**src/rtl/pipe_ctrl_pkg.sv**
```systemverilog
// Shared encodings for the pipeline sequencer: FSM states, control bundle, defaults.
// Latency: n/a (types and constants only). Backpressure: n/a.
package pipe_ctrl_pkg;

    localparam int REG_AW_DEF = 5;
    localparam int CNT_W_DEF  = 32;

    localparam logic [REG_AW_DEF-1:0] ZERO_REG = '0;

    typedef enum logic [1:0] {
        RUN    = 2'd0,
        DRAIN  = 2'd1,
        HALTED = 2'd2
    } state_t;

    typedef struct packed {
        logic pc_en;
        logic ifid_en;
        logic ifid_flush;
        logic idex_flush;
        logic halted;
    } ctrl_t;

    localparam ctrl_t CTRL_RESET    = '{pc_en: 1'b0, ifid_en: 1'b0, ifid_flush: 1'b1, idex_flush: 1'b1, halted: 1'b0};
    localparam ctrl_t CTRL_NORMAL   = '{pc_en: 1'b1, ifid_en: 1'b1, ifid_flush: 1'b0, idex_flush: 1'b0, halted: 1'b0};
    localparam ctrl_t CTRL_REDIRECT = '{pc_en: 1'b1, ifid_en: 1'b1, ifid_flush: 1'b1, idex_flush: 1'b1, halted: 1'b0};
    localparam ctrl_t CTRL_STALL    = '{pc_en: 1'b0, ifid_en: 1'b0, ifid_flush: 1'b0, idex_flush: 1'b1, halted: 1'b0};
    localparam ctrl_t CTRL_DRAIN    = '{pc_en: 1'b0, ifid_en: 1'b1, ifid_flush: 1'b1, idex_flush: 1'b0, halted: 1'b0};
    localparam ctrl_t CTRL_HALTED   = '{pc_en: 1'b0, ifid_en: 1'b0, ifid_flush: 1'b0, idex_flush: 1'b1, halted: 1'b1};

endpackage

```
**src/rtl/pipe_ctrl_hazard_detect.sv**
```systemverilog
// hazard_detect: load-use comparator between the ID sources and the EX load destination.
// Latency: purely combinational. Backpressure: none; the result feeds the stall decision.
module hazard_detect
    import pipe_ctrl_pkg::*;
#(
    parameter int REG_AW = REG_AW_DEF
) (
    input  logic [REG_AW-1:0] id_rs,
    input  logic [REG_AW-1:0] id_rt,
    input  logic              id_use_rs,
    input  logic              id_use_rt,
    input  logic [REG_AW-1:0] ex_rw,
    input  logic              ex_load,
    output logic              lu
);

    logic rs_hit;
    logic rt_hit;
    logic rw_live;

    // $0 is hardwired, so a load targeting it never creates a dependency.
    assign rw_live = (ex_rw != REG_AW'(ZERO_REG));
    assign rs_hit  = id_use_rs && (id_rs == ex_rw);
    assign rt_hit  = id_use_rt && (id_rt == ex_rw);
    assign lu      = ex_load && rw_live && (rs_hit || rt_hit);

endmodule

```
**src/rtl/pipe_ctrl.sv**
```systemverilog
// pipe_ctrl: PC / IF-ID / ID-EX enable and bubble sequencing, halt drain/resume; counters under PIPE_CTRL_STATS_EN.
// Latency: controls are combinational from current inputs and state, taking effect at the next clk edge.
// Backpressure: a load-use hazard holds PC and IF/ID for one cycle; a halt parks fetch until go.
module pipe_ctrl
    import pipe_ctrl_pkg::*;
#(
    parameter int REG_AW = REG_AW_DEF,
    parameter int CNT_W  = CNT_W_DEF
) (
    input  logic              clk,
    input  logic              rst,
    input  logic [REG_AW-1:0] id_rs,
    input  logic [REG_AW-1:0] id_rt,
    input  logic              id_use_rs,
    input  logic              id_use_rt,
    input  logic              id_halt,
    input  logic [REG_AW-1:0] ex_rw,
    input  logic              ex_load,
    input  logic              ex_redirect,
    input  logic              wb_halt,
    input  logic              go,
    output logic              pc_en,
    output logic              ifid_en,
    output logic              ifid_flush,
    output logic              idex_flush,
    output logic              halted,
    output logic [CNT_W-1:0]  stall_cnt,
    output logic [CNT_W-1:0]  flush_cnt,
    output logic [CNT_W-1:0]  cycle_cnt
);

    state_t state;
    state_t state_nxt;
    ctrl_t  ctrl;
    logic   lu;

    hazard_detect #(
        .REG_AW (REG_AW)
    ) u_hazard_detect (
        .id_rs     (id_rs),
        .id_rt     (id_rt),
        .id_use_rs (id_use_rs),
        .id_use_rt (id_use_rt),
        .ex_rw     (ex_rw),
        .ex_load   (ex_load),
        .lu        (lu)
    );

    always_ff @(posedge clk) begin
        if (rst) begin
            state <= RUN;
        end else begin
            state <= state_nxt;
        end
    end

    always_comb begin
        state_nxt = state;
        ctrl      = CTRL_RESET;
        if (rst) begin
            state_nxt = RUN;
            ctrl      = CTRL_RESET;
        end else begin
            case (state)
                RUN: begin
                    // A taken redirect kills the wrong-path ID slot, including any hazard or halt it holds.
                    if (ex_redirect) begin
                        ctrl = CTRL_REDIRECT;
                    end else if (lu) begin
                        ctrl = CTRL_STALL;
                    end else if (id_halt) begin
                        ctrl      = CTRL_DRAIN;
                        state_nxt = DRAIN;
                    end else begin
                        ctrl = CTRL_NORMAL;
                    end
                end
                DRAIN: begin
                    // Everything older than the halt has resolved, so redirects are ignored here.
                    ctrl = CTRL_DRAIN;
                    if (wb_halt) begin
                        state_nxt = HALTED;
                    end
                end
                HALTED: begin
                    ctrl = CTRL_HALTED;
                    if (go) begin
                        state_nxt = RUN;
                    end
                end
                default: begin
                    ctrl      = CTRL_RESET;
                    state_nxt = RUN;
                end
            endcase
        end
    end

    assign pc_en      = ctrl.pc_en;
    assign ifid_en    = ctrl.ifid_en;
    assign ifid_flush = ctrl.ifid_flush;
    assign idex_flush = ctrl.idex_flush;
    assign halted     = ctrl.halted;

`ifdef PIPE_CTRL_STATS_EN
    logic             stall_ev;
    logic             flush_ev;
    logic             cycle_ev;
    logic [CNT_W-1:0] stall_q;
    logic [CNT_W-1:0] flush_q;
    logic [CNT_W-1:0] cycle_q;

    assign stall_ev = (state == RUN) && lu && !ex_redirect;
    assign flush_ev = (state == RUN) && ex_redirect;
    assign cycle_ev = (state != HALTED);

    always_ff @(posedge clk) begin
        if (rst) begin
            stall_q <= '0;
            flush_q <= '0;
            cycle_q <= '0;
        end else begin
            if (stall_ev) begin
                stall_q <= stall_q + CNT_W'(1);
            end
            if (flush_ev) begin
                flush_q <= flush_q + CNT_W'(1);
            end
            if (cycle_ev) begin
                cycle_q <= cycle_q + CNT_W'(1);
            end
        end
    end

    assign stall_cnt = stall_q;
    assign flush_cnt = flush_q;
    assign cycle_cnt = cycle_q;
`else
    assign stall_cnt = '0;
    assign flush_cnt = '0;
    assign cycle_cnt = '0;
`endif

endmodule

```
**config.mk**
```make
export PLATFORM = sky130hd
export DESIGN_NAME = pipe_ctrl
export DESIGN_NICKNAME = d
export VERILOG_FILES = /design/src/rtl/pipe_ctrl_pkg.sv /design/src/rtl/pipe_ctrl_hazard_detect.sv /design/src/rtl/pipe_ctrl.sv
export SDC_FILE = /design/constraint.sdc
export NUM_CORES = 1
export LEC_CHECK = 0
export BUFFER_PORTS_ARGS = -buffer_cell sky130_fd_sc_hd__buf_4
export CORE_MARGIN = 2
export CORE_UTILIZATION = 25
export DETAILED_ROUTE_END_ITERATION = 7
export GPL_TIMING_DRIVEN = 0
export PLACE_DENSITY = 0.72
export SYNTH_ARGS = -nofsm -noshare
export SYNTH_HDL_FRONTEND = slang
export SYNTH_HIERARCHICAL = 1
export SYNTH_SLANG_ARGS = --single-unit
```
**constraint.sdc**
```tcl
create_clock -name clk -period 2.1 [get_ports clk]
set_input_delay 0.315 -clock clk [delete_from_list [all_inputs] [get_ports clk]]
set_output_delay 0.315 -clock clk [all_outputs]
set_load 0.02 [all_outputs]
```
==> Word level (Yosys, flattened, before mapping) <==
Cells that the tools add are included.
W data, S select, Z words.
{ "word_totals": {"register_bits": 2, "input_bits": 24, "out_inout_bits": 101, "word_cells": 29} }
{ "op_classes": {"eq_ne": 9, "muxes": 11, "n_reduce_logical": 8} }
{ "op_table": {"columns": ["cell", "n"], "rows": [
  ["$mux W5", 4],
  ["$pmux W5 S3", 1],
  ["$eq A5 B5 Y1", 2],
  ["$mux W2", 5],
  ["$ne A2 B2 Y1 const B", 5],
  ["$pmux W2 S3", 1],
  ["$reduce_and A5 Y1", 1],
  ["$reduce_bool A5 Y1", 1],
  ["$logic_and A1 B1 Y1", 4],
  ["$eq A2 B1 Y1 const B", 1],
  ["$eq A2 B2 Y1 const B", 1],
  ["$logic_not A2 Y1", 1],
  ["$logic_or A1 B1 Y1", 1]
]} }

==> Depth between registers and ports, before layout <==
Gate-level depths: netlist of run 1.
{ "depth": {"ltp_word": 8, "mapped_depth": 7, "mapped_depth_nobuf": 7} }

==> By module <==
Netlist of run 1, hierarchy kept.
{ "modules_own_cells": {"columns": ["mod", "n_inst", "cells_each", "area_each_um2", "seq_area_each_um2"], "rows": [
  ["pipe_ctrl", 1, 118, 870.8, 40.0],
  ["hazard_detect", 1, 17, 133.9, 0.0]
]} }

==> Worst setup path after synthesis of run 1 <==
OpenSTA, ideal clock, no wires.
{ "synth_path": {"path_kind": "input port to output port", "from": "input ex_rw[1]", "to": "output pc_en", "arrival_ns": 1.774, "required_ns": 1.785, "path_slack_ns": 0.011, "path_stages": 6, "path_buffers": 0, "path_cell_list": "or4_1 o21ai_1 a21oi_1 nor2_1 nor2_1 nor4_1"} }
{ "synth_via": {"elab_chain_cells": 8, "word_cells_on_any_way": 12, "classes_between": "eq/ne (2); mux (4); reduce/logical (6)"} }
{ "synth_lines": {"columns": ["element", "line", "source"], "rows": [
  ["start: declaration", "pipe_ctrl.sv:17", "input logic [REG_AW-1:0] ex_rw,"],
  ["$eq A5 B5 Y1 (on tied branches)", "pipe_ctrl_hazard_detect.sv:23, pipe_ctrl_hazard_detect.sv:24", null],
  ["$logic_and A1 B1 Y1 (on tied branches)", "pipe_ctrl_hazard_detect.sv:23, pipe_ctrl_hazard_detect.sv:24", null],
  ["$logic_or A1 B1 Y1", "pipe_ctrl_hazard_detect.sv:25", "assign lu = ex_load && rw_live && (rs_hit || rt_hit);"],
  ["$logic_and A1 B1 Y1 (*)", "pipe_ctrl_hazard_detect.sv:25", null],
  ["via lu", "pipe_ctrl.sv:35", "logic lu;"],
  ["$mux W5 (*)", "pipe_ctrl.sv:69", "end else if (lu) begin"],
  ["$mux W5 (*)", "pipe_ctrl.sv:67", "if (ex_redirect) begin"],
  ["$pmux W5 S3 (*)", "pipe_ctrl.sv:64", "case (state)"],
  ["$mux W5 (*)", "pipe_ctrl.sv:60", "if (rst) begin"],
  ["end: declaration", "pipe_ctrl.sv:22", "output logic pc_en,"]
]} }
The timed path passes the listed nets; every way through them passes the cells marked *.

==> Final worst setup path of run 1 <==
{ "layout_path": {"from": "input id_rt[3]", "to": "output ifid_en"} }
{ "layout_via": {"elab_chain_cells": 8} }
{ "layout_lines": {"columns": ["element", "line", "source"], "rows": [
  ["start: declaration", "pipe_ctrl.sv:13", "input logic [REG_AW-1:0] id_rt,"],
  ["$eq A5 B5 Y1", "pipe_ctrl_hazard_detect.sv:24", "assign rt_hit = id_use_rt && (id_rt == ex_rw);"],
  ["$logic_and A1 B1 Y1", "pipe_ctrl_hazard_detect.sv:24", null],
  ["$logic_or A1 B1 Y1", "pipe_ctrl_hazard_detect.sv:25", null],
  ["$logic_and A1 B1 Y1", "pipe_ctrl_hazard_detect.sv:25", null],
  ["via lu", "pipe_ctrl.sv:35", null],
  ["$mux W5", "pipe_ctrl.sv:69", null],
  ["$mux W5", "pipe_ctrl.sv:67", null],
  ["$pmux W5 S3", "pipe_ctrl.sv:64", null],
  ["$mux W5", "pipe_ctrl.sv:60", null],
  ["end: declaration", "pipe_ctrl.sv:23", "output logic ifid_en,"]
]} }
The timed path passes the listed nets, and every way through them passes these cells.

==> flow_summary.ini, run 1 <==
[status]
status = completed

[placed_design]
io_buffers = 28
dp_slack_ns = -0.0610
hpwl_mm = 1.84
gp_congestion = 0.658

[logic_synthesis]
avgSynthCellArea_um2 = 7.44
ys_seq_elements = 2
synth_cell_types = 21
syn_area_um2 = 1000
yosysWarnings = 6
syn_inst = 135
ys_seq_area_frac = 0.0399

[routing]
first_iter_violations = 4
via_per_inst = 2.79
post_drt_wl_per_cell_um = 6.34
ant_nets = 0
drcViolationCount = 0
dr.pass1.iters = 3
drt-total-wl_mm = 1.97
via_count = 867

[setup_path]
required_ns = 1.78
critPathLaunch = id_rt[3]
r2r-start = state[1]$_SDFFE_PP0P_
slowest_delay_ns = 0.31
timing.rr.end = state[1]$_SDFFE_PP0P_
cp_num_buf_inv = 3
r2r_setup_slack_ns = 1.12
crit_end = ifid_en
slowest_stage = nor4_1
worstRegToRegCells = 2
cp.depth = 8
path_class = input pin to primary output
cp_max_fo = 3
worstPathCellList = buf_4 > xor2_1 > nor4_1 > nand3_1 > a21oi_2 > inv_2 > o31a_1 > buf_6
crit_family = compound AO/OA/AOI/OAI gates
arrival_ns = 1.71
crit_path_start_kind = input pin
cp-end-kind = primary output

[finish]
top_register = state
drive_gt1_frac = 0.521
final_nets = 287
fillers = 398
area_growth_pct = 71.9
largestRegisters = state (2)
largest_reg_flops = 2
insertedDiodeCount = 0

[pwr]
power.switching_mw = 0.248
power.density_nw_per_um2 = 339
p_sw_frac = 0.423
power.leakage_nw = 1.10
p_clk_frac = 0.254
pwr-share-comb = 0.672
p_seq_frac = 0.074
p_int_mw = 0.338
vdd_drop_max_uv = 265

[floorplan]
start_util = 0.255
dieArea_um2 = 4540
die_h_um = 67.4
num_rows = 23
die_w_um = 67.4
ioPinCount = 125
coreArea_um2 = 3940

[clock_network]
path_clk_slew_ns = 0.03
cts_tree = built
cts_hold_buf = 0
cts_setup_buffers = 0
cts_inserted_buffers = 3
clk-insertion-delay-late_ns = 0.21
htreeDepth = 1
clock-root-buffer = clkbuf_8
cts_buffer_depth = 2
cts_sinks = 2

[timing]
fin_ws_ns = 0.0795
fmax_ghz = 0.495
finalClockSkew_ns = 0.00748
rsz0062_at_grt = true
hold_slack_ns = 0.304
setup_violations = 0
hold_violations = 0
period_share = 0.962
post-route-min-period_ns = 2.02
slew_violations = 0

[min_path]
hp-class = input pin to flip-flop
min_from = rst

[global_routing]
grt_max_degree = 9
grt.total_usage = 0.0703
grt_pass1_wl_mm = 2.44
antenna_found_initial = 0
gr-total-overflow = 0
grt_pass1_vias = 636

[job]
maxCapViolations = 0
==> cells in the mapped netlist <==
| library cell | number | area (µm²) |
|---|---|---|
| buf_4 | 96 | 721 |
| xor2_1 | 8 | 70.1 |
| nor2_1 | 6 | 22.5 |
| a21oi_1 | 2 | 10.0 |
| dfxtp_1 | 2 | 40.0 |
| inv_1 | 2 | 7.51 |
| nand3_1 | 2 | 10.0 |
| nor4_1 | 2 | 12.5 |
| o21ai_0 | 2 | 10.0 |
| xnor2_1 | 2 | 17.5 |
| a21oi_2 | 1 | 8.76 |
| a32oi_1 | 1 | 8.76 |
| and2_2 | 1 | 7.51 |
| conb_1 | 1 | 3.75 |
| nand3b_1 | 1 | 7.51 |
| nor3_1 | 1 | 5.00 |
| nor4_2 | 1 | 12.5 |
| o21ai_1 | 1 | 5.00 |
| o31a_1 | 1 | 8.76 |
| or3b_1 | 1 | 8.76 |
| or4_1 | 1 | 7.51 |
==> placed cells by master (no fill, tap or decap), drive strengths merged <==
master	instances
xor2	8
nor2	6
or4	1
or3b	1
nand3	2
dfxtp	2
o31a	1
and2	1
nor4	3
o21ai	3
clkbuf	3
a21oi	3
conb	96
a32oi	1
nor3	1
xnor2	2
buf	124
nand3b	1
inv	2
==> routing by layer <==
layer | track usage | share of wire
met4 | 0.0332 | 0.0096
met5 | 0 | 0
met1 | 0.0666 | 0.29
met3 | 0.0117 | 0.13
met2 | 0.144 | 0.57
==> layout make-up <==
type                            instances  area, µm²  area share
Buffer                                 96        721       0.417
Clock buffer                            3       41.3      0.0239
Inverter                                2       7.51     0.00435
Multi-Input combinational cell        130        622       0.360
Sequential cell                         2       40.0      0.0232
Tap cell                               50       62.6      0.0362
Timing Repair Buffer                   28        233       0.135
==> repair_timing <==
| action | CTS | global route |
|---|---|---|
| setup endpoints to repair | 2 | 4 |
| resized for setup | 1 | 13 |
| pin swaps | 0 | 12 |
| gates cloned | 0 | 0 |
==> logic make-up after synthesis <==
family / after synthesis / share of synthesized area
AOI/OAI and AO/OA: 8 / 0.0511
xor gates and xnor gates: 10 / 0.0872
buffers and inverters: 98 / 0.725
DFF: 2 / 0.0399
other: 1 / 0.00373
and+or+nand+nor: 16 / 0.0934
==> power groups by stage <==
stage               Sequential (mW)  Combinational, mW  Clock (mW)
detailed placement           0.0434              0.375           0
global route                 0.0438              0.424       0.160
floorplan                    0.0427              0.322           0
global placement             0.0434              0.374           0
finish                       0.0433              0.394       0.149
CTS                          0.0429              0.376       0.152
==> per-stage QoR <==
step | TNS (ns) | power [mW] | utilization | cells | cell area (µm²)
after global routing | -0.0232 | 0.627 | 0.438 | 311 | 1730
after detailed placement | -0.0651 | 0.418 | 0.414 | 308 | 1630
final | 0 | 0.586 | 0.438 | 311 | 1730
after CTS | 0 | 0.571 | 0.426 | 311 | 1680
after floorplan | 0 | 0.365 | - | 230 | 1360
after global placement | -0.0401 | 0.418 | 0.414 | 308 | 1630
==> how the worst min path moves through the flow <==
stage | cells past startpoint | end | slack (ns)
final | 2 | state[1]$_SDFFE_PP0P_ | 0.30
after global placement | 2 | state[1]$_SDFFE_PP0P_ | 0.51
after detailed placement | 2 | state[1]$_SDFFE_PP0P_ | 0.51
after floorplan | 1 | state[1]$_SDFFE_PP0P_ | 0.38
after CTS | 2 | state[1]$_SDFFE_PP0P_ | 0.30
after global routing | 2 | state[1]$_SDFFE_PP0P_ | 0.30
No activity file was read; power rests on OpenSTA's default activity.
==> run 2, diff against run 1 <==
--- a/config.mk
+++ b/config.mk
@@ -7,10 +7,10 @@
 export LEC_CHECK = 0
 export BUFFER_PORTS_ARGS = -buffer_cell sky130_fd_sc_hd__buf_4
 export CORE_MARGIN = 2
-export CORE_UTILIZATION = 25
+export CORE_UTILIZATION = 33
 export DETAILED_ROUTE_END_ITERATION = 7
 export GPL_TIMING_DRIVEN = 0
-export PLACE_DENSITY = 0.72
+export PLACE_DENSITY = 0.89
 export SYNTH_ARGS = -nofsm -noshare
 export SYNTH_HDL_FRONTEND = slang
 export SYNTH_HIERARCHICAL = 1
==> flow_summary.ini, run 2 (synthesis results as in run 1) <==
[status]
status = completed

[global_routing]
grtUsageMet3 = 0.0175
use_met2 = 0.219
grt.total_usage = 0.0960
grt_pass1_vias = 677
antenna_found_initial = 0
grt_pass1_wl_mm = 2.68
gr-total-overflow = 0
met1_usage = 0.0803
grt_max_degree = 9
busiest_layer = met2

[timing]
hold_violations = 0
fin_ws_ns = 0.0540
fmax_ghz = 0.489
setup_violations = 0
slew_violations = 0
finalClockSkew_ns = 0.00159
period_share = 0.974
post-route-min-period_ns = 2.05

[floorplan]
dieArea_um2 = 3500
num_rows = 20
ioPinCount = 125
die_h_um = 59.2
coreArea_um2 = 2980
die_w_um = 59.2
start_util = 0.337

[clock_network]
path_clk_slew_ns = 0.03
cts_tree = built
cts_buffer_depth = 2
clock-root-buffer = clkbuf_4
cts_sinks = 2
cts_inserted_buffers = 3
clk-insertion-delay-late_ns = 0.22
cts_hold_buf = 0
htreeDepth = 1

[routing]
drt-total-wl_mm = 1.98
drcViolationCount = 0
via_per_inst = 3.03
ant_nets = 0
via_count = 890
first_iter_violations = 9
dr.pass1.iters = 4
post_drt_wl_per_cell_um = 6.73

[finish]
final_util = 0.557
regArea_um2 = 40.0
post-route-cell-area_um2 = 1660
insertedDiodeCount = 0
final_nets = 287
multi_input_area_um2 = 604
top_register = state
final_common_cell = buf_4
drive_gt1_frac = 0.513
largestRegisters = state (2)
final_cell_mix = buf_4, conb_1, xor2_1, nor2_1
fillers = 305
area_growth_pct = 65.0
largest_reg_flops = 2

[pwr]
vdd_drop_max_uv = 261
power.density_nw_per_um2 = 310
p_total_mw = 0.515
power.leakage_nw = 1.08

[setup_path]
slowest_stage = or4_1
critPathLaunch = ex_rw[4]
cp-end-kind = primary output
arrival_ns = 1.73
slowest_delay_ns = 0.54
required_ns = 1.78
path_class = input pin to primary output
crit_path_start_kind = input pin
cp_max_fo = 3
r2r-start = state[1]$_SDFFE_PP0P_
worstPathCellList = buf_4 > or4_1 > o21ai_2 > a21oi_2 > nor2_1 > nor2_1 > nor4_1 > buf_4

[placed_design]
gp_congestion = 0.730
place_area_um2 = 1610
hpwl_mm = 1.88
io_buffers = 28
dp_slack_ns = -0.0738

[min_path]
hp-class = input pin to flip-flop
min_from = rst

[job]
maxCapViolations = 0
[run 2: per-layer routing]
layer / wire length, µm / share of wire
met1: 566 / 0.29
met2: 1130 / 0.57
met3: 284 / 0.14
met4: 0 / 0
met5: 0 / 0
[run 2: final cells by class]
class / instances / area share
timing repair buffer: 28 / 0.134
tap: 33 / 0.0249
multi-input combinational: 130 / 0.365
inverter: 2 / 0.00453
buffer: 96 / 0.435
sequential: 2 / 0.0242
clock buffer: 3 / 0.0136
[run 2: power by group]
part / total (mW) / leakage, nW / switching (mW) / internal (mW)
Sequential: 0.0430 / 0.0163 / 0.00289 / 0.0401
Clock: 0.0819 / 0.0138 / 0.0191 / 0.0628
Combinational: 0.390 / 1.05 / 0.217 / 0.173
[run 2: per-stage QoR]
step	setup TNS, ns	instances	hold WS, ns
floorplan	0	230	0.377
global placement	-0.0368	291	0.509
detailed placement	-0.0958	291	0.512
CTS	0	294	0.279
global route	-0.0194	294	0.291
finish	0	294	0.288
[run 2: final timing paths]
path	slack (ns)	endpoint	cells past startpoint
hold / removal	0.29	state[1]$_SDFFE_PP0P_	2
setup / recovery	0.05	pc_en	8
setup reg to reg	1.14	state[1]$_SDFFE_PP0P_	2
hold reg to reg	0.53	state[0]$_SDFFE_PP0P_	1
[run 2: timing repair]
| action | CTS | global route |
|---|---|---|
| setup endpoints to repair | 2 | 3 |
| setup buffers | 0 | 0 |
| pin swaps | 3 | 5 |
| gates resized for setup | 2 | 6 |
| cloned | 0 | 0 |
[run 2: critical path: cells and delay by family]
kind	cells	cell delay, ns
AO/OA/AOI/OAI	2	0.23
AND/OR/NAND/NOR	4	0.88
buffers and inverters	2	0.31
==> run 3, diff against run 2 <==
--- a/config.mk
+++ b/config.mk
@@ -5,9 +5,10 @@
 export SDC_FILE = /design/constraint.sdc
 export NUM_CORES = 1
 export LEC_CHECK = 0
+export ABC_AREA = 1
 export BUFFER_PORTS_ARGS = -buffer_cell sky130_fd_sc_hd__buf_4
 export CORE_MARGIN = 2
-export CORE_UTILIZATION = 33
+export CORE_UTILIZATION = 35
 export DETAILED_ROUTE_END_ITERATION = 7
 export GPL_TIMING_DRIVEN = 0
 export PLACE_DENSITY = 0.89
@@ -15,3 +16,4 @@
 export SYNTH_HDL_FRONTEND = slang
 export SYNTH_HIERARCHICAL = 1
 export SYNTH_SLANG_ARGS = --single-unit
+export TNS_END_PERCENT = 5
==> flow_summary.ini, run 3 <==
[routing]
drcViolationCount = 0
dr.pass1.iters = 4
via_per_inst = 3.01
via_count = 1067
first_iter_violations = 39
post_drt_wl_per_cell_um = 6.06
drt-total-wl_mm = 2.15
ant_nets = 0

[logic_synthesis]
avgSynthCellArea_um2 = 6.06
ys_seq_area_frac = 0.0357
ys_seq_elements = 2
synth_ff_type = dfxtp_1
async_flop_share = 0
synth-edff-count = 0
syn_inst = 185
yosys-top-cells-area = buf_4, nand2_1, inv_1
yosys.area.top_type = buf_4
yosysWarnings = 6
synthTopCellsByCount = buf_4, nand2_1, inv_1
synth_cell_types = 15
syn_area_um2 = 1120
synth_top_area_frac = 0.643
synth_most_common_cell = buf_4

[timing]
period_share = 0.847
setup_violations = 0
finalClockSkew_ns = 0.00444
hold_violations = 0
fmax_ghz = 0.562
post-route-min-period_ns = 1.78
hold_slack_ns = 0.304
fin_ws_ns = 0.321
slew_violations = 0
rsz0062_at_grt = false
finalSetupTns_ns = 0

[global_routing]
grt_pass1_vias = 752
grt.total_usage = 0.0981
grt_pass1_wl_mm = 2.80
antenna_found_initial = 0
grt_max_degree = 8
gr-total-overflow = 0

[pwr]
power.leakage_nw = 1.24
power.density_nw_per_um2 = 312
vdd_drop_max_uv = 132

[setup_path]
crit_path_start_kind = input pin
worstPathCellList = buf_4 > inv_1 > nor2_1 > a21oi_1 > nand3_1 > a21oi_1 > o21ai_0 > a21oi_1 > inv_1 > buf_4
arrival_ns = 1.46
path_common_cell = a21oi_1
cp-end-kind = primary output
required_ns = 1.78
slowest_stage = a21oi_1
path_class = input pin to primary output
cp_max_fo = 4
r2r_setup_slack_ns = 1.06
slowest_delay_ns = 0.21

[status]
status = completed

[placed_design]
gp_congestion = 0.736
hpwl_mm = 2.11
place_inst = 352
dp_slack_ns = 0.328
io_buffers = 28

[clock_network]
path_clk_slew_ns = 0.03
cts_buffer_depth = 2
cts_hold_buf = 0
clock-root-buffer = clkbuf_4
cts_tree = built
htreeDepth = 1
clk-insertion-delay-late_ns = 0.22
cts_inserted_buffers = 3
cts_resized = 0
cts_setup_buffers = 0
cts_sinks = 2

[floorplan]
die_h_um = 60.6
start_util = 0.367
ioPinCount = 125
coreArea_um2 = 3050
num_rows = 20
dieArea_um2 = 3670
die_w_um = 60.6

[min_path]
hp-class = input pin to flip-flop

[finish]
largestRegisters = state (2)
final_nets = 337
insertedDiodeCount = 0
final_util = 0.578
finalNonFillerCells = 355
drive_gt1_frac = 0.428
top_register = state
area_growth_pct = 57.5
largest_reg_flops = 2
final_common_cell = buf_4
final_cell_mix = buf_4, conb_1, nand2_1, inv_1, nor2_1

[job]
maxCapViolations = 0
run 3: cell count changes after synthesis, sizes merged, moves of 3 or more:
cell	delta
a21oi	+3
inv	+20
nand2	+36
xor2	-8
nor2	+7
run 3: final timing paths:
| check | from | end | depth (start not counted) |
|---|---|---|---|
| setup / recovery | ex_rw[2] | ifid_flush | 10 |
| hold / removal | rst | state[0]$_SDFFE_PP0P_ | 2 |
| setup reg to reg | state[0]$_SDFFE_PP0P_ | state[1]$_SDFFE_PP0P_ | 6 |
| hold reg to reg | state[0]$_SDFFE_PP0P_ | state[0]$_SDFFE_PP0P_ | 2 |
run 3: logic make-up (layout without fill, tap and decap cells):
logic type / count (synthesis) / count (layout) / share of synthesized area
AO/OA/AOI/OAI: 9 / 9 / 0.0424
buffers and inverters: 118 / 149 / 0.717
flip-flops: 2 / 2 / 0.0357
other: 1 / 96 / 0.00335
AND/OR/NAND/NOR: 55 / 55 / 0.202
run 3: cell type report:
| cell class | count | area [µm²] |
|---|---|---|
| plain buffers | 96 | 721 |
| clock buffers | 3 | 22.5 |
| fillers | 291 | 1290 |
| inverters | 22 | 82.6 |
| multi-input cells | 160 | 634 |
| flip-flops and latches | 2 | 40.0 |
| well taps | 44 | 55.1 |
| repair buffers | 28 | 210 |
run 3: layer usage:
| layer | vias up | global-route usage | part of all wire |
|---|---|---|---|
| met5 | - | 0 | 0 |
| met4 | 0 | 0.0373 | 0 |
| met3 | 0 | 0.0149 | 0.15 |
| met2 | 74 | 0.197 | 0.52 |
| met1 | 382 | 0.0997 | 0.33 |
| li1 | 611 | - | - |
run 3: critical path: cells and delay by family:
kind                   cells  cell delay [ns]
AOI/OAI and AO/OA          4             0.60
buffers and inverters      4             0.41
and+or+nand+nor            2             0.14
run 3: through the flow:
stage	total power, mW	instance area, µm²
6_report	0.551	1770
5_1_grt	0.596	1770
4_1_cts	0.548	1770
3_5_place_dp	0.460	1740
3_3_place_gp	0.457	1740
2_1_floorplan	0.399	1480
run 3: report_power, final:
part	internal (mW)	total, mW	switching, mW
registers	0.0420	0.0474	0.00536
logic	0.181	0.420	0.239
clock network	0.0629	0.0831	0.0202
